[src/rtl/sequence_player.sv]
// sequence_player: replays the latched colour sequence as timed one-hot LED
// flashes (ON_CYCLES lit, OFF_CYCLES dark per step), then pulses done.
// All outputs are registered; they are computed from the next-state values so
// that the LEDs show step 0 in the very cycle after start is accepted.
module sequence_player #(
  parameter int ON_CYCLES  = 4,
  parameter int OFF_CYCLES = 2
) (
  input  logic            clk,
  input  logic            rst_n,
  input  logic            start,
  input  logic            abort,
  input  logic [31:0][2:0] segment,
  input  logic [4:0]      play_round,
  output logic [3:0]      led,
  output logic            busy,
  output logic            done,
  output logic [4:0]      step_idx,
  output logic            bad_code
);

  typedef enum logic [1:0] {
    S_IDLE,
    S_ON,
    S_OFF,
    S_DONE
  } state_t;

  // Timers count down to zero, so they are loaded with length-1.
  localparam logic [15:0] ON_LOAD  = 16'(ON_CYCLES - 1);
  localparam logic [15:0] OFF_LOAD = 16'(OFF_CYCLES - 1);

  state_t            r_state, w_state_nxt;
  logic [15:0]       r_timer, w_timer_nxt;
  logic [4:0]        r_step, w_step_nxt;
  logic [4:0]        r_round, w_round_nxt;
  logic [31:0][2:0]  r_seg, w_seg_nxt;
  logic [3:0]        r_led, w_led_nxt;
  logic              r_busy, w_busy_nxt;
  logic              r_done, w_done_nxt;
  logic              r_bad, w_bad_nxt;
  logic [2:0]        w_code;
  logic              w_accept;

  // Next-state logic for the playback FSM, timer, step index and latches.
  always_comb begin
    // NOTE: every signal gets a hold/default value first so that no branch
    // leaves it unassigned; otherwise synthesis infers a latch.
    w_state_nxt = r_state;
    w_timer_nxt = r_timer;
    w_step_nxt  = r_step;
    w_round_nxt = r_round;
    w_seg_nxt   = r_seg;
    w_accept    = 1'b0;

    unique case (r_state)
      S_IDLE: begin
        // abort beats start when both arrive in the same idle cycle.
        if (start && !abort) begin
          w_accept    = 1'b1;
          w_seg_nxt   = segment;
          w_round_nxt = play_round;
          w_step_nxt  = 5'd0;
          w_timer_nxt = ON_LOAD;
          w_state_nxt = S_ON;
        end
      end
      S_ON: begin
        if (abort) begin
          w_state_nxt = S_IDLE;
        end else if (r_timer == 16'd0) begin
          w_timer_nxt = OFF_LOAD;
          w_state_nxt = S_OFF;
        end else begin
          w_timer_nxt = r_timer - 16'd1;
        end
      end
      S_OFF: begin
        if (abort) begin
          w_state_nxt = S_IDLE;
        end else if (r_timer == 16'd0) begin
          // Comparing against the latched round before incrementing keeps
          // step_idx from ever wrapping past 31.
          if (r_step == r_round) begin
            w_state_nxt = S_DONE;
          end else begin
            w_step_nxt  = r_step + 5'd1;
            w_timer_nxt = ON_LOAD;
            w_state_nxt = S_ON;
          end
        end else begin
          w_timer_nxt = r_timer - 16'd1;
        end
      end
      S_DONE: begin
        w_state_nxt = S_IDLE;
      end
      default: begin
        w_state_nxt = S_IDLE;
      end
    endcase
  end

  // Output decode from next-state values, so outputs are registered yet
  // aligned with the state they describe.
  always_comb begin
    w_code     = w_seg_nxt[w_step_nxt];
    w_led_nxt  = 4'b0000;
    w_busy_nxt = (w_state_nxt == S_ON) || (w_state_nxt == S_OFF);
    w_done_nxt = (w_state_nxt == S_DONE);
    w_bad_nxt  = w_accept ? 1'b0 : r_bad;
    if (w_state_nxt == S_ON) begin
      if (w_code[2]) begin
        w_bad_nxt = 1'b1;
      end else begin
        w_led_nxt = 4'b0001 << w_code[1:0];
      end
    end
  end

  // State and output registers.
  always_ff @(posedge clk or negedge rst_n) begin
    if (!rst_n) begin
      // NOTE: the latched sequence is reset along with the control state so
      // nothing stale from a previous game is visible after reset.
      r_state <= S_IDLE;
      r_timer <= '0;
      r_step  <= '0;
      r_round <= '0;
      r_seg   <= '0;
      r_led   <= '0;
      r_busy  <= 1'b0;
      r_done  <= 1'b0;
      r_bad   <= 1'b0;
    end else begin
      // NOTE: non-blocking assignments so every register samples the values
      // from before this edge, independent of statement order.
      r_state <= w_state_nxt;
      r_timer <= w_timer_nxt;
      r_step  <= w_step_nxt;
      r_round <= w_round_nxt;
      r_seg   <= w_seg_nxt;
      r_led   <= w_led_nxt;
      r_busy  <= w_busy_nxt;
      r_done  <= w_done_nxt;
      r_bad   <= w_bad_nxt;
    end
  end

  assign led      = r_led;
  assign busy     = r_busy;
  assign done     = r_done;
  assign step_idx = r_step;
  assign bad_code = r_bad;

endmodule

[config.mk]
export PLATFORM = sky130hd
export DESIGN_NAME = sequence_player
export DESIGN_NICKNAME = d
export VERILOG_FILES = /design/src/rtl/sequence_player.sv
export SDC_FILE = /design/constraint.sdc
export NUM_CORES = 1
export LEC_CHECK = 0
export CAP_MARGIN = 20
export CORE_ASPECT_RATIO = 0.8
export CORE_MARGIN = 3
export CORE_UTILIZATION = 50
export DETAILED_ROUTE_END_ITERATION = 8
export HOLD_SLACK_MARGIN = 0.05
export PLACE_DENSITY = 0.78
export SLEW_MARGIN = 20
export SYNTH_ARGS = -nofsm -noshare
export SYNTH_HDL_FRONTEND = slang
export SYNTH_SLANG_ARGS = --single-unit
[constraint.sdc]
create_clock -name clk -period 4.2 [get_ports clk]
set_input_delay 0.63 -clock clk [delete_from_list [all_inputs] [get_ports clk]]
set_output_delay 0.63 -clock clk [all_outputs]
set_load 0.01 [all_outputs]
======== Word-level counts from Yosys, hierarchy flattened ========
Cells that the tools add are included.
operators by class
  shift-type cells ........................ 1
  equality and inequality tests ........... 11
  $add $sub $neg .......................... 2
  muxes and demuxes ....................... 30
  $lt $le $gt $ge ......................... 1
  reduce and logical (&&, ||, !) cells .... 8
operators with widths
  operator                                                    count
  2-to-1 mux 96 bit                                           2
  2-to-1 mux 16 bit                                           6
  case mux 16 bit (3 select lines)                            1
  2-to-1 mux 5 bit                                            4
  logical NOT 16 bit                                          1
  subtractor 16 x 1 -> 16 bit, second input constant          1
  binary-select mux 3 bit (select 5 bit)                      1
  2-to-1 mux 2 bit                                            6
  case mux 5 bit (2 select lines)                             1
  == test 2 bit, second input constant                        4
  2-to-1 mux 4 bit                                            2
  case mux 2 bit (4 select lines)                             1
  less-than comparator 5 x 6 -> 1 bit, second input constant  1
  != test 2 bit, second input constant                        3
  adder 5 x 1 -> 5 bit, second input constant                 1
  == test 5 bit                                               1
  2-to-1 mux 1 bit                                            5
  AND reduction 5 bit                                         1
  == test 2 x 1 -> 1 bit, second input constant               2
  left shift 1 x 2 -> 4 bit, first input constant             1
  2-to-1 mux 3 bit                                            1
  != test 3 bit, second input constant                        1
  nonzero test 3 bit                                          1
  logical NOT 2 bit                                           1
  other kinds (4)                                             4
storage, ports and cells
  output and inout port bits .............. 12
  flip-flop bits (word level) ............. 131
  logic and storage cells ................. 93

======== Logic depth before layout (Yosys ltp) ========
Gate-level depths: netlist of the first run.
  depth in word-level cells ............... 10
  depth in mapped cells ................... 15
  depth with buffers taken out ............ 13

======== Least setup slack after synthesis of the first run ========
No wires, ideal clock.
  path type ............................... reg2reg
  start ................................... register r_timer[0]
  end ..................................... register r_led[0] (netlist: led[0])
  setup time .............................. 0.134 ns
  setup slack ............................. 0.755 ns
  data arrival time ....................... 3.311 ns
  stages on the path, launching flop included .. 13
  required time ........................... 4.066 ns
  path through ............................ dfrtp_1 inv_1 ha_1 nor4b_2 nand4_2 a2111oi_4 mux2i_1 nor2_4 inv_4 a2111oi_1 or4_4 a221oi_2 nor3_1
on the way
  word-level cells in the longest chain between the ends .. 9
  elaborated cells between the ends (all ways) .. 15
RTL lines
  item                                        line  source
  start: declaration                          34    logic [15:0] r_timer, w_timer_nxt;
  start signal: assignment                    139   r_timer <= w_timer_nxt;
  logical NOT 16 bit (*)                      81    end else if (r_timer == 16'd0) begin
  2-to-1 mux 5 bit (*)                        81
  2-to-1 mux 5 bit (*)                        79    if (abort) begin
  case mux 5 bit (2 select lines) (*)         56    unique case (r_state)
  net w_step_nxt[4]                           35    logic [4:0] r_step, w_step_nxt;
  binary-select mux 3 bit (select 5 bit) (*)  107   w_code = w_seg_nxt[w_step_nxt];
  2-to-1 mux 3 bit (implied by the code) (*)  107
  left shift 1 x 2 -> 4 bit                   116   w_led_nxt = 4'b0001 << w_code[1:0];
  2-to-1 mux 4 bit (*)                        113   if (w_code[2]) begin
  2-to-1 mux 4 bit (*)                        112   if (w_state_nxt == S_ON) begin
  net w_led_nxt[0]                            38    logic [3:0] r_led, w_led_nxt;
  end signal: assignment                      143   r_led <= w_led_nxt;
  end: declaration                            38
Mark *: on every way through the listed nets, which the timed path passes. The rest lies on a longest branch. The select of a mux whose other input is x is not followed.
A chain may end at the register's enable or synchronous reset.

======== Worst setup path after layout of the first run ========
  start ................................... register r_timer[0]
  end ..................................... register r_led[1] (netlist: led[1])
on the way
  word-level cells in the longest chain between the ends .. 9
  elaborated cells between the ends (all ways) .. 15
RTL lines
  item                                    line
  logical NOT 16 bit (*)                  71, 81
  2-to-1 mux 5 bit                        81
  2-to-1 mux 5 bit                        79
  case mux 5 bit (2 select lines)         56
  binary-select mux 3 bit (select 5 bit)  107
  2-to-1 mux 3 bit (implied by the code)  107
  left shift 1 x 2 -> 4 bit               116
  2-to-1 mux 4 bit                        113
  2-to-1 mux 4 bit (*)                    112
  net w_led_nxt[1]                        38
Marked as above.

==> results_tabular.tex, run 1 <==
\begin{tabular}{lr}
\hline
Metric & Value \\
\hline
\multicolumn{2}{l}{\textbf{Synthesis}} \\
Share of flip-flops with an asynchronous set or reset & 1.00 \\
Mean post-synth cell area & 8.93 um2 \\
Combined area of all synthesized cells & 6940 um2 \\
Number of enable-type register cells in the synthesized netlist & 0 \\
Number of cells produced by synthesis & 777 \\
Synthesized Nets & 890 \\
Post-synth cell types & 75 \\
Post-synthesis sequential area ratio & 0.473 \\
FF+latch count, synth & 131 \\
Primary flip-flop cell chosen by synthesis mapping & dfrtp\_1 \\
Warnings from Yosys & 0 \\
\multicolumn{2}{l}{\textbf{Die}} \\
Number of top-level design ports & 117 \\
Row cnt & 37 \\
Full die area & 15300 um2 \\
Vertical extent of the die & 111 um \\
Chip Width & 138 um \\
Core Area & 13200 um2 \\
Starting Density & 0.526 \\
\multicolumn{2}{l}{\textbf{Power and ir drop}} \\
Areal power density over the cells & 607 nW/um2 \\
Leakage & 0.00436 uW \\
Internal & 3600 uW \\
Maximum resistive drop on vdd & 0.000340 V \\
Total net switching power & 1840 uW \\
Portion of total power attributed to sequential cells & 0.372 \\
Power share of the clock group & 0.302 \\
Net switching share of the total power & 0.338 \\
Share of power burned in combinational logic & 0.326 \\
\multicolumn{2}{l}{\textbf{STA}} \\
Max Slew Vio Count & 0 \\
Hold violation count in the final report & 0 \\
Transition at the pin with the smallest max-transition slack & 0.991 ns \\
Final period util & 0.889 \\
Final Setup Violations & 0 \\
Final worst clock skew & 0.0117 ns \\
TNS Setup & 0 ns \\
Setup slack after layout & 0.464 ns \\
Setup repair after global routing missed its margin & false \\
Achievable frequency & 268 MHz \\
Worst-case headroom to the max-slew limit & 0.337 \\
Min Clock Period, post-route & 3.74 ns \\
\multicolumn{2}{l}{\textbf{Worst setup path}} \\
Worst path max stage delay & 0.58 ns \\
Buffers and inverters on the worst path & 1 \\
CP max FO & 8 \\
Kind of cell adding the most delay to the critical path & compound AO/OA/AOI/OAI gates \\
Cell breakdown of the critical path & inv\_1 > ha\_1 > nor4b\_2 > nand4\_2 > a2111oi\_4 > mux2\_1 > a221oi\_1 > nand4b\_1 > o311ai\_1 > a221oi\_2 > nor3\_1 \\
Endpoint class of the critical path & flop \\
Worst path required time & 4.53 ns \\
Slowest library cell on the worst path & a221oi\_1 \\
Type of origin of the critical path & flop \\
Data arrival time of the critical path & 4.07 ns \\
Class of the most critical setup path & reg2reg \\
\multicolumn{2}{l}{\textbf{Final layout}} \\
Post-route core utilization & 0.679 \\
Layout fillers & 1030 \\
Area grow syn2layout & 29.3\% \\
Non-Filler Cell Area, Final & 8960 um2 \\
Final Net Count & 1000 \\
Total inserted antenna cells & 0 \\
Fraction of final layout cells sized beyond drive strength 1 & 0.0844 \\
\multicolumn{2}{l}{\textbf{Placed design}} \\
Routability congestion estimate & 0.910 \\
Worst slack at placement & 0.428 ns \\
Cell Area, Placed & 8310 um2 \\
Port-buffer cells & 116 \\
Final HPWL DP & 13600 um \\
\multicolumn{2}{l}{\textbf{Routing}} \\
Average wire per cell in the routed design & 18.1 um \\
Routed wire length & 19500 um \\
Routed vias & 6006 \\
First-pass iteration count of the detailed router & 6 \\
Vias/cell & 5.59 \\
Remaining antenna violation count & 0 \\
\# DRC & 0 \\
Initial detailed-routing violation count & 562 \\
\multicolumn{2}{l}{\textbf{Clocking}} \\
Number of buffers created by CTS & 17 \\
CTS tree & built \\
Clock root buffer master & clkbuf\_16 \\
Maximum buffer depth of the clock tree & 2 \\
Count of H-tree levels built during CTS & 4 \\
Clock sink count & 131 \\
CTS clock-pin slew for the worst setup and hold paths & 0.06 ns \\
Cts hold-fix bufs & 0 \\
\# Post-CTS Setup Buffers & 0 \\
Post\_cts resized & 0 \\
Insertion delay of the later-clocked pin in the worst-skew pair & 0.42 ns \\
\multicolumn{2}{l}{\textbf{GRT}} \\
Vias in the first global route & 5949 \\
Largest net degree at the start of global routing & 69 \\
GRT Residual Overflow & 0 \\
Global-route total usage across every layer & 0.262 \\
Global-route wire length before repair & 31300 um \\
Antenna violations before repair & 0 \\
\multicolumn{2}{l}{\textbf{Flow run}} \\
Max-capacitance violation count & 0 \\
\multicolumn{2}{l}{\textbf{Min path}} \\
Hold/Removal Path Class & in2async \\
\multicolumn{2}{l}{\textbf{Status}} \\
Status & complete, no violations \\
\hline
\end{tabular}
registers in the layout (all words and copies together), names as in the netlist:
register  cells
step_idx      5
busy          1
r_timer      16
r_state       2
led           4
r_seg        96
r_round       5
done          1
bad_code      1
cells by family after synthesis:
group / Yosys count / synth area share
flip-flops: 131 / 0.473
adder cells (fa/ha/maj): 8 / 0.0144
buffers and inverters: 74 / 0.0446
AND/OR/NAND/NOR: 398 / 0.257
XOR/XNOR: 19 / 0.0240
multiplexers: 52 / 0.0801
AO/OA/AOI/OAI: 95 / 0.107
routing by layer:
| metal | routed length [um] | up-vias | part of all wire | track usage |
|---|---|---|---|---|
| li1 | - | 2895 | - | - |
| met1 | 9460 | 2858 | 0.49 | 0.403 |
| met2 | 8280 | 231 | 0.43 | 0.365 |
| met3 | 1500 | 22 | 0.077 | 0.0781 |
| met4 | 224 | 0 | 0.012 | 0.0598 |
| met5 | 0 | - | 0 | 0 |
stage by stage:
stage / std cells / hold WS (ns) / total power, uW
after floorplan: 777 / 0.334 / 3200
after global placement: 1043 / 0.452 / 3710
after detailed placement: 1043 / 0.459 / 3770
after CTS: 1075 / 0.335 / 5460
after global routing: 1075 / 0.358 / 5790
final: 1075 / 0.298 / 5440
worst paths after layout:
kind / from / endpoint / slack [ns] / depth (start not counted)
max: r_timer[0] / led[1] / 0.46 / 11
min: rst_n / r_round[3] / 0.30 / 1
max reg2reg: r_timer[0] / led[1] / 0.46 / 11
min reg2reg: r_seg[63] / r_seg[63] / 0.48 / 2
max in group asynchronous: rst_n / r_seg[65] / 3.07 / 2
min in group clk: r_seg[63] / r_seg[63] / 0.48 / 2
cells in the mapped netlist, types with 2 or more instances:
library cell,count,area share
a211o_1,2,0.0025
a211oi_1,6,0.0065
a21boi_0,2,0.0022
a21oi_1,15,0.011
a22oi_1,3,0.0032
a2bb2oi_1,2,0.0025
a31o_1,3,0.0038
a31oi_1,8,0.0072
and2_1,4,0.0036
and3_1,4,0.0036
and4_1,3,0.0038
buf_1,5,0.0027
buf_2,11,0.0079
buf_4,2,0.0022
clkbuf_1,26,0.014
dfrtp_1,131,0.47
ha_1,8,0.014
inv_1,25,0.014
inv_2,3,0.0016
mux2_2,4,0.0065
mux2i_1,44,0.064
mux4_2,2,0.0065
nand2_1,280,0.15
nand2b_1,2,0.0018
nand3_1,8,0.0058
nand4_1,11,0.0099
nand4b_1,2,0.0025
nor2_1,28,0.015
nor2_4,2,0.0032
nor3_1,14,0.010
nor3b_1,3,0.0032
nor4_1,13,0.012
o2111ai_1,7,0.0088
o211a_1,5,0.0072
o211ai_1,4,0.0043
o21ai_0,7,0.0051
o21ai_1,2,0.0014
o221ai_1,4,0.0051
o22a_1,4,0.0051
o31ai_1,4,0.0043
or3_1,10,0.0090
or4_1,4,0.0043
xnor2_1,13,0.016
xor2_1,6,0.0076
cell type report:
type	instances	area, um2	share of cell area
inverter	29	111	0.0124
clock buffer	20	457	0.0509
tap	175	219	0.0244
multi-input combinational	572	3350	0.374
sequential	131	3280	0.366
clock inverter	12	201	0.0225
timing repair buffer	136	1350	0.150
power by group through the flow:
stage | combinational [uW] | clock [uW] | sequential (uW)
finish | 1770 | 1640 | 2020
global placement | 1690 | 0 | 2010
detailed placement | 1740 | 0 | 2030
floorplan | 1220 | 0 | 1980
global route | 1990 | 1730 | 2080
CTS | 1770 | 1670 | 2020
cell usage in the layout (no fill, tap or decap), drive strengths merged, types with 5 or more instances in the layout:
| cell type | synthesis | routed |
|---|---|---|
| a211oi | 7 | 7 |
| a21oi | 15 | 15 |
| a31oi | 8 | 8 |
| buf | 19 | 21 |
| bufinv | 0 | 5 |
| clkbuf | 26 | 20 |
| clkdlybuf4s50 | 0 | 115 |
| dfrtp | 131 | 131 |
| ha | 8 | 8 |
| inv | 29 | 30 |
| mux2 | 5 | 5 |
| mux2i | 45 | 45 |
| nand2 | 280 | 280 |
| nand3 | 8 | 8 |
| nand4 | 12 | 12 |
| nor2 | 30 | 30 |
| nor3 | 15 | 15 |
| nor4 | 14 | 14 |
| o2111ai | 7 | 7 |
| o211a | 5 | 5 |
| o21ai | 10 | 10 |
| or3 | 10 | 10 |
| or4 | 5 | 5 |
| xnor2 | 13 | 13 |
| xor2 | 6 | 6 |
worst register-to-register path: stages, from the launching register on:
cell       delay, ns
dfrtp_1         0.39
inv_1           0.10
ha_1            0.25
nor4b_2         0.28
nand4_2         0.22
a2111oi_4       0.56
mux2_1          0.52
a221oi_1        0.58
nand4b_1        0.19
o311ai_1        0.18
a221oi_2        0.15
nor3_1          0.23
(Power assumes the default switching activity.)
==> run 2, diff against run 1 <==
CORE_MARGIN = not set   (was 3)
GPL_ROUTABILITY_DRIVEN = 1   (was not set)
==> results_tabular.tex, run 2 (synthesized netlist as in run 1, its figures left out) <==
\begin{tabular}{lr}
\hline
Metric & Value \\
\hline
\multicolumn{2}{l}{\textbf{Final layout}} \\
Finished Layout Cells & 1079 (was 1075) \\
Top Registers & r\_seg x96, r\_timer x16 (unchanged) \\
Final Net Count & 999 (was 1000) \\
Most common cell after layout, fill and taps aside & nand2\_1 (unchanged) \\
Most flops, register & r\_seg (unchanged) \\
Fraction of final layout cells sized beyond drive strength 1 & 0.0790 (was 0.0844) \\
Total inserted antenna cells & 0 (unchanged) \\
Area grow syn2layout & 27.2\% (was 29.3\%) \\
Most frequent cells in the layout & nand2\_1 (280), dfrtp\_1 (131), clkdlybuf4s50\_1 (115) (unchanged) \\
Max reg flops & 96 (unchanged) \\
\multicolumn{2}{l}{\textbf{Routing}} \\
Remaining antenna violation count & 0 (unchanged) \\
Detail Route met2 WL & 7650 um (was 8280 um) \\
Routed length on met3 & 1600 um (was 1500 um) \\
\# DRC & 1 (was 0) \\
Routed vias & 6084 (was 6006) \\
M1 wire length & 8780 um (was 9460 um) \\
Average wire per cell in the routed design & 16.9 um (was 18.1 um) \\
Routed wire length & 18300 um (was 19500 um) \\
Max layer used & met4 (unchanged) \\
Initial detailed-routing violation count & 700 (was 562) \\
Vias/cell & 5.64 (was 5.59) \\
First-pass iteration count of the detailed router & 7 (was 6) \\
\multicolumn{2}{l}{\textbf{Clocking}} \\
Count of H-tree levels built during CTS & 4 (unchanged) \\
Maximum buffer depth of the clock tree & 2 (unchanged) \\
Insertion delay of the later-clocked pin in the worst-skew pair & 0.43 ns (was 0.42 ns) \\
Clock sink count & 131 (unchanged) \\
Number of buffers created by CTS & 17 (unchanged) \\
Clock root buffer master & clkbuf\_16 (unchanged) \\
CTS tree & built (unchanged) \\
CTS clock-pin slew for the worst setup and hold paths & 0.06 ns (about the same) \\
\multicolumn{2}{l}{\textbf{Worst setup path}} \\
Cell breakdown of the critical path & inv\_1 > ha\_1 > nor4b\_1 > and4\_1 > o21ai\_2 > nor3\_4 > buf\_4 > mux2i\_1 > nor3\_1 > a2111oi\_1 > a211oi\_1 > nor3\_1 (was inv\_1 > ha\_1 > nor4b\_2 > nand4\_2 > a2111oi\_4 > mux2\_1 > a221oi\_1 > nand4b\_1 > o311ai\_1 > a221oi\_2 > nor3\_1) \\
Class of the most critical setup path & reg2reg (unchanged) \\
Cell occurring most often along the worst timing path & nor3\_1 \\
CP max FO & 14 (was 8) \\
Endpoint class of the critical path & flop (unchanged) \\
Slowest library cell on the worst path & a2111oi\_1 (was a221oi\_1) \\
Buffers and inverters on the worst path & 2 (was 1) \\
Kind of cell adding the most delay to the critical path & simple AND/OR/NAND/NOR gates (was compound AO/OA/AOI/OAI gates) \\
Data arrival time of the critical path & 4.16 ns (was 4.07 ns) \\
Worst path max stage delay & 0.52 ns (was 0.58 ns) \\
Type of origin of the critical path & flop (unchanged) \\
Worst path required time & 4.54 ns (was 4.53 ns) \\
\multicolumn{2}{l}{\textbf{Placed design}} \\
Port-buffer cells & 116 (unchanged) \\
Final HPWL DP & 12800 um (was 13600 um) \\
Routability congestion estimate & 0.923 (was 0.910) \\
Placed insts & 1047 (was 1043) \\
Worst slack at placement & 0.288 ns (was 0.428 ns) \\
\multicolumn{2}{l}{\textbf{STA}} \\
Final worst clock skew & 0.00633 ns (was 0.0117 ns) \\
TNS Setup & 0 ns (unchanged) \\
Transition at the pin with the smallest max-transition slack & 0.936 ns (was 0.991 ns) \\
Max Slew Vio Count & 0 (unchanged) \\
Setup repair after global routing missed its margin & false (unchanged) \\
Achievable frequency & 262 MHz (was 268 MHz) \\
Setup slack after layout & 0.382 ns (was 0.464 ns) \\
Hold violation count in the final report & 0 (unchanged) \\
Hold WS & 0.233 ns (was 0.298 ns) \\
Worst-case headroom to the max-slew limit & 0.374 (was 0.337) \\
Final period util & 0.909 (was 0.889) \\
Min Clock Period, post-route & 3.82 ns (was 3.74 ns) \\
Final Setup Violations & 0 (unchanged) \\
\multicolumn{2}{l}{\textbf{Die}} \\
Core Area & 13600 um2 (was 13200 um2) \\
Starting Density & 0.512 (was 0.526) \\
Full die area & 14300 um2 (was 15300 um2) \\
Vertical extent of the die & 107 um (was 111 um) \\
Row cnt & 38 (was 37) \\
Chip Width & 134 um (was 138 um) \\
Number of top-level design ports & 117 (unchanged) \\
\multicolumn{2}{l}{\textbf{GRT}} \\
Global-route wire length before repair & 29000 um (was 31300 um) \\
Largest net degree at the start of global routing & 81 (was 69) \\
Vias in the first global route & 5544 (was 5949) \\
GRT Residual Overflow & 0 (unchanged) \\
Global-route total usage across every layer & 0.265 (was 0.262) \\
Antenna violations before repair & 0 (unchanged) \\
\multicolumn{2}{l}{\textbf{Min path}} \\
Hold/Removal Path Class & in2async (unchanged) \\
\multicolumn{2}{l}{\textbf{Status}} \\
Status & finished, violations left (was complete, no violations) \\
Failing checks & design-rule violations \\
\multicolumn{2}{l}{\textbf{Flow run}} \\
Max-capacitance violation count & 0 (unchanged) \\
\multicolumn{2}{l}{\textbf{Power and ir drop}} \\
Areal power density over the cells & 585 nW/um2 (was 607 nW/um2) \\
Maximum resistive drop on vdd & 0.000350 V (was 0.000340 V) \\
Overall power of the completed layout & 5160 uW (was 5440 uW) \\
Leakage & 0.00428 uW (was 0.00436 uW) \\
\hline
\end{tabular}
[run 2: final timing paths]
| kind | startpoint | to | slack (ns) | cells past startpoint |
|---|---|---|---|---|
| worst max-delay path | r_timer[0] | led[0] | 0.38 | 12 |
| worst min-delay path | rst_n | r_seg[70] | 0.23 | 1 |
| worst max register to register | r_timer[0] | led[0] | 0.38 | 12 |
| worst min register to register | r_seg[14] | r_seg[14] | 0.47 | 2 |
| max in group asynchronous | rst_n | r_seg[82] | 3.09 | 2 |
| min in group clk | r_seg[14] | r_seg[14] | 0.47 | 2 |
[run 2: area by class of cell]
cell class	count	area, um2
Sequential cell	131	3280
Inverter	29	111
Clock buffer	24	472
Clock inverter	8	78.8
Multi-Input combinational cell	572	3350
Fill cell	1103	4730
Timing Repair Buffer	135	1310
Tap cell	180	225
[run 2: metrics by stage]
stage | utilization | instance area (um2)
floorplan | - | 6940
global placement | 0.610 | 8270
finish | 0.651 | 8820
CTS | 0.651 | 8820
global route | 0.651 | 8820
detailed placement | 0.610 | 8270
[run 2: routing by layer]
metal  vias to the layer above  GRT usage
li1                       2885          -
met1                      2873      0.403
met2                       290      0.359
met3                        36     0.0725
met4                         0     0.0909
met5                         -          0
[run 2: repair_timing]
action,4_1_cts,5_1_grt
setup buffers,0,0
resized for setup,0,1
hold buffers,0,0
setup endpoints to repair,0,1
[run 2: report_power, final]
group          internal (uW)  total, uW  switching (uW)
logic                    709       1750            1040
registers               1800       2020             222
clock network            842       1390             547
total                   3350       5160            1810
==> run 3, diff against run 2 <==
--- a/config.mk
+++ b/config.mk
@@ -13,4 +13,5 @@
 export HOLD_SLACK_MARGIN = 0.05
 export PLACE_DENSITY = 0.78
+export SETUP_SLACK_MARGIN = 0.15
 export SLEW_MARGIN = 20
 export SYNTH_ARGS = -nofsm -noshare
==> constraint.sdc (replaced) <==
create_clock -name clk -period 4.2 [get_ports clk]
set_input_delay 1.05 -clock clk [delete_from_list [all_inputs] [get_ports clk]]
set_output_delay 1.05 -clock clk [all_outputs]
set_load 0.01 [all_outputs]
==> results_tabular.tex, run 3 (synthesized netlist as in run 1, its figures left out) <==
\begin{tabular}{lr}
\hline
Metric & Value \\
\hline
\multicolumn{2}{l}{\textbf{Status}} \\
Status & finished, violations left (unchanged) \\
Failing checks & design-rule violations (unchanged) \\
\multicolumn{2}{l}{\textbf{Final layout}} \\
Post-route core utilization & 0.665 (was 0.651) \\
Layout fillers & 1104 (was 1103) \\
Max reg flops & 96 (unchanged) \\
Most flops, register & r\_seg (unchanged) \\
Most frequent cells in the layout & nand2\_1 (280), dfrtp\_1 (131), clkdlybuf4s50\_1 (115) (unchanged) \\
Fraction of final layout cells sized beyond drive strength 1 & 0.0977 (was 0.0790) \\
Most common cell after layout, fill and taps aside & nand2\_1 (unchanged) \\
Area grow syn2layout & 29.9\% (was 27.2\%) \\
Top Registers & r\_seg x96, r\_timer x16 (unchanged) \\
Final Net Count & 1011 (was 999) \\
Total inserted antenna cells & 0 (unchanged) \\
\multicolumn{2}{l}{\textbf{Power and ir drop}} \\
Maximum resistive drop on vdd & 0.000345 V (was 0.000350 V) \\
Share of power burned in combinational logic & 0.335 (was 0.340) \\
Internal & 3530 uW (was 3350 uW) \\
Net switching share of the total power & 0.349 (was 0.351) \\
Areal power density over the cells & 602 nW/um2 (was 585 nW/um2) \\
Portion of total power attributed to sequential cells & 0.373 (was 0.391) \\
Total net switching power & 1890 uW (was 1810 uW) \\
Leakage & 0.00439 uW (was 0.00428 uW) \\
Power share of the clock group & 0.292 (was 0.269) \\
\multicolumn{2}{l}{\textbf{Clocking}} \\
Number of buffers created by CTS & 17 (unchanged) \\
Insertion delay of the later-clocked pin in the worst-skew pair & 0.42 ns (was 0.43 ns) \\
Clock sink count & 131 (unchanged) \\
Clock root buffer master & clkbuf\_16 (unchanged) \\
Maximum buffer depth of the clock tree & 2 (unchanged) \\
CTS clock-pin slew for the worst setup and hold paths & 0.06 ns (about the same) \\
CTS tree & built (unchanged) \\
Cts hold-fix bufs & 0 (unchanged) \\
Count of H-tree levels built during CTS & 4 (unchanged) \\
\multicolumn{2}{l}{\textbf{Routing}} \\
Average wire per cell in the routed design & 17.5 um (was 16.9 um) \\
Vias/cell & 5.64 (about the same) \\
First-pass iteration count of the detailed router & 7 (unchanged) \\
\# DRC & 1 (unchanged) \\
Routed vias & 6155 (was 6084) \\
Remaining antenna violation count & 0 (unchanged) \\
Routed wire length & 19100 um (was 18300 um) \\
Initial detailed-routing violation count & 598 (was 700) \\
\multicolumn{2}{l}{\textbf{Die}} \\
Full die area & 14300 um2 (unchanged) \\
Core Area & 13600 um2 (unchanged) \\
Row cnt & 38 (unchanged) \\
Number of top-level design ports & 117 (unchanged) \\
Starting Density & 0.512 (unchanged) \\
Chip Width & 134 um (unchanged) \\
Vertical extent of the die & 107 um (unchanged) \\
\multicolumn{2}{l}{\textbf{GRT}} \\
Global-route wire length before repair & 30300 um (was 29000 um) \\
Antenna violations before repair & 0 (unchanged) \\
Largest net degree at the start of global routing & 68 (was 81) \\
Vias in the first global route & 5736 (was 5544) \\
Global-route total usage across every layer & 0.276 (was 0.265) \\
GRT Residual Overflow & 0 (unchanged) \\
\multicolumn{2}{l}{\textbf{STA}} \\
Achievable frequency & 261 MHz (was 262 MHz) \\
Min Clock Period, post-route & 3.84 ns (was 3.82 ns) \\
Final period util & 0.913 (was 0.909) \\
Final worst clock skew & 0.00751 ns (was 0.00633 ns) \\
TNS Setup & 0 ns (unchanged) \\
Worst-case headroom to the max-slew limit & 0.424 (was 0.374) \\
Hold violation count in the final report & 0 (unchanged) \\
Max Slew Vio Count & 0 (unchanged) \\
Setup repair after global routing missed its margin & false (unchanged) \\
Transition at the pin with the smallest max-transition slack & 0.865 ns (was 0.936 ns) \\
Setup slack after layout & 0.364 ns (was 0.382 ns) \\
Final Setup Violations & 0 (unchanged) \\
\multicolumn{2}{l}{\textbf{Flow run}} \\
Max-capacitance violation count & 0 (unchanged) \\
\multicolumn{2}{l}{\textbf{Worst setup path}} \\
Endpoint class of the critical path & flop (unchanged) \\
Worst path required time & 4.52 ns (was 4.54 ns) \\
Class of the most critical setup path & reg2reg (unchanged) \\
CP max FO & 8 (was 14) \\
Type of origin of the critical path & flop (unchanged) \\
Data arrival time of the critical path & 4.15 ns (was 4.16 ns) \\
\multicolumn{2}{l}{\textbf{Placed design}} \\
Final HPWL DP & 13200 um (was 12800 um) \\
Port-buffer cells & 116 (unchanged) \\
Routability congestion estimate & 0.910 (was 0.923) \\
Worst slack at placement & 0.00520 ns (was 0.288 ns) \\
\multicolumn{2}{l}{\textbf{Min path}} \\
Hold/Removal Path Class & reg2reg (was in2async) \\
\hline
\end{tabular}
run 3: cell types whose count changed in the layout (fill, tap and decap cells not counted), sizes merged:
| cell | delta |
|---|---|
| clkinv | +4 |
| buf | +12 |
| bufinv | +3 |
| inv | +2 |
| clkbuf | -7 |
| clkinvlp | -2 |
run 3: repair_timing:
| action | 4_1_cts | 5_1_grt |
|---|---|---|
| endpoints found under the setup margin | 0 | 3 |
| gates resized for setup | 0 | 2 |
| setup buffers | 0 | 0 |
run 3: cell type report:
cell class              count  area, um2  share of cell area
multi-input cells         572       3360               0.373
flip-flops and latches    131       3280               0.364
repair buffers            147       1400               0.156
clock buffers              17        425              0.0472
well taps                 180        225              0.0250
clock inverters            15        206              0.0229
inverters                  29        111              0.0124
run 3: power by group through the flow:
stage                     registers (uW)  clock network, uW  logic, uW
final                               2020               1580       1820
after global routing                2070               1650       2010
after CTS                           2020               1590       1790
after detailed placement            2030                  0       1760
after global placement              2010                  0       1720
after floorplan                     1980                  0       1220
run 3: path summary, 6_finish.rpt:
path                            start         to  slack, ns  cells after the start
setup / recovery           r_timer[0]     led[0]       0.36                     12
hold / removal              r_seg[12]  r_seg[12]       0.48                      2
setup reg to reg           r_timer[0]     led[0]       0.36                     12
hold reg to reg             r_seg[12]  r_seg[12]       0.48                      2
max in group asynchronous       rst_n  r_seg[42]       2.56                      2
min in group asynchronous       rst_n   r_seg[7]       0.72                      1
run 3: layer usage:
layer	global-route usage	vias up	part of all wire
met5	0	-	0
met4	0.0917	0	0.020
met3	0.0673	41	0.075
met2	0.384	266	0.42
met1	0.416	2940	0.49
li1	-	2908	-
run 3: stage by stage:
step / total power (uW) / instances / area [um2] / hold WS (ns)
floorplan: 3200 / 777 / 6940 / 0.434
CTS: 5400 / 1091 / 9000 / 0.475
finish: 5420 / 1091 / 9010 / 0.477
global route: 5730 / 1091 / 9010 / 0.491
detailed placement: 3790 / 1059 / 8370 / 0.460
global placement: 3730 / 1059 / 8370 / 0.450
run 3: worst max-delay path, cell delays in order (launching register included):
cell	delay, ns
dfrtp_1	0.40
inv_1	0.10
ha_1	0.24
nor4b_2	0.31
nand4_2	0.25
a2111oi_4	0.43
buf_4	0.21
mux2_1	0.47
a221oi_1	0.49
nand4b_1	0.20
o311ai_1	0.20
a221oi_2	0.16
nor3_1	0.26
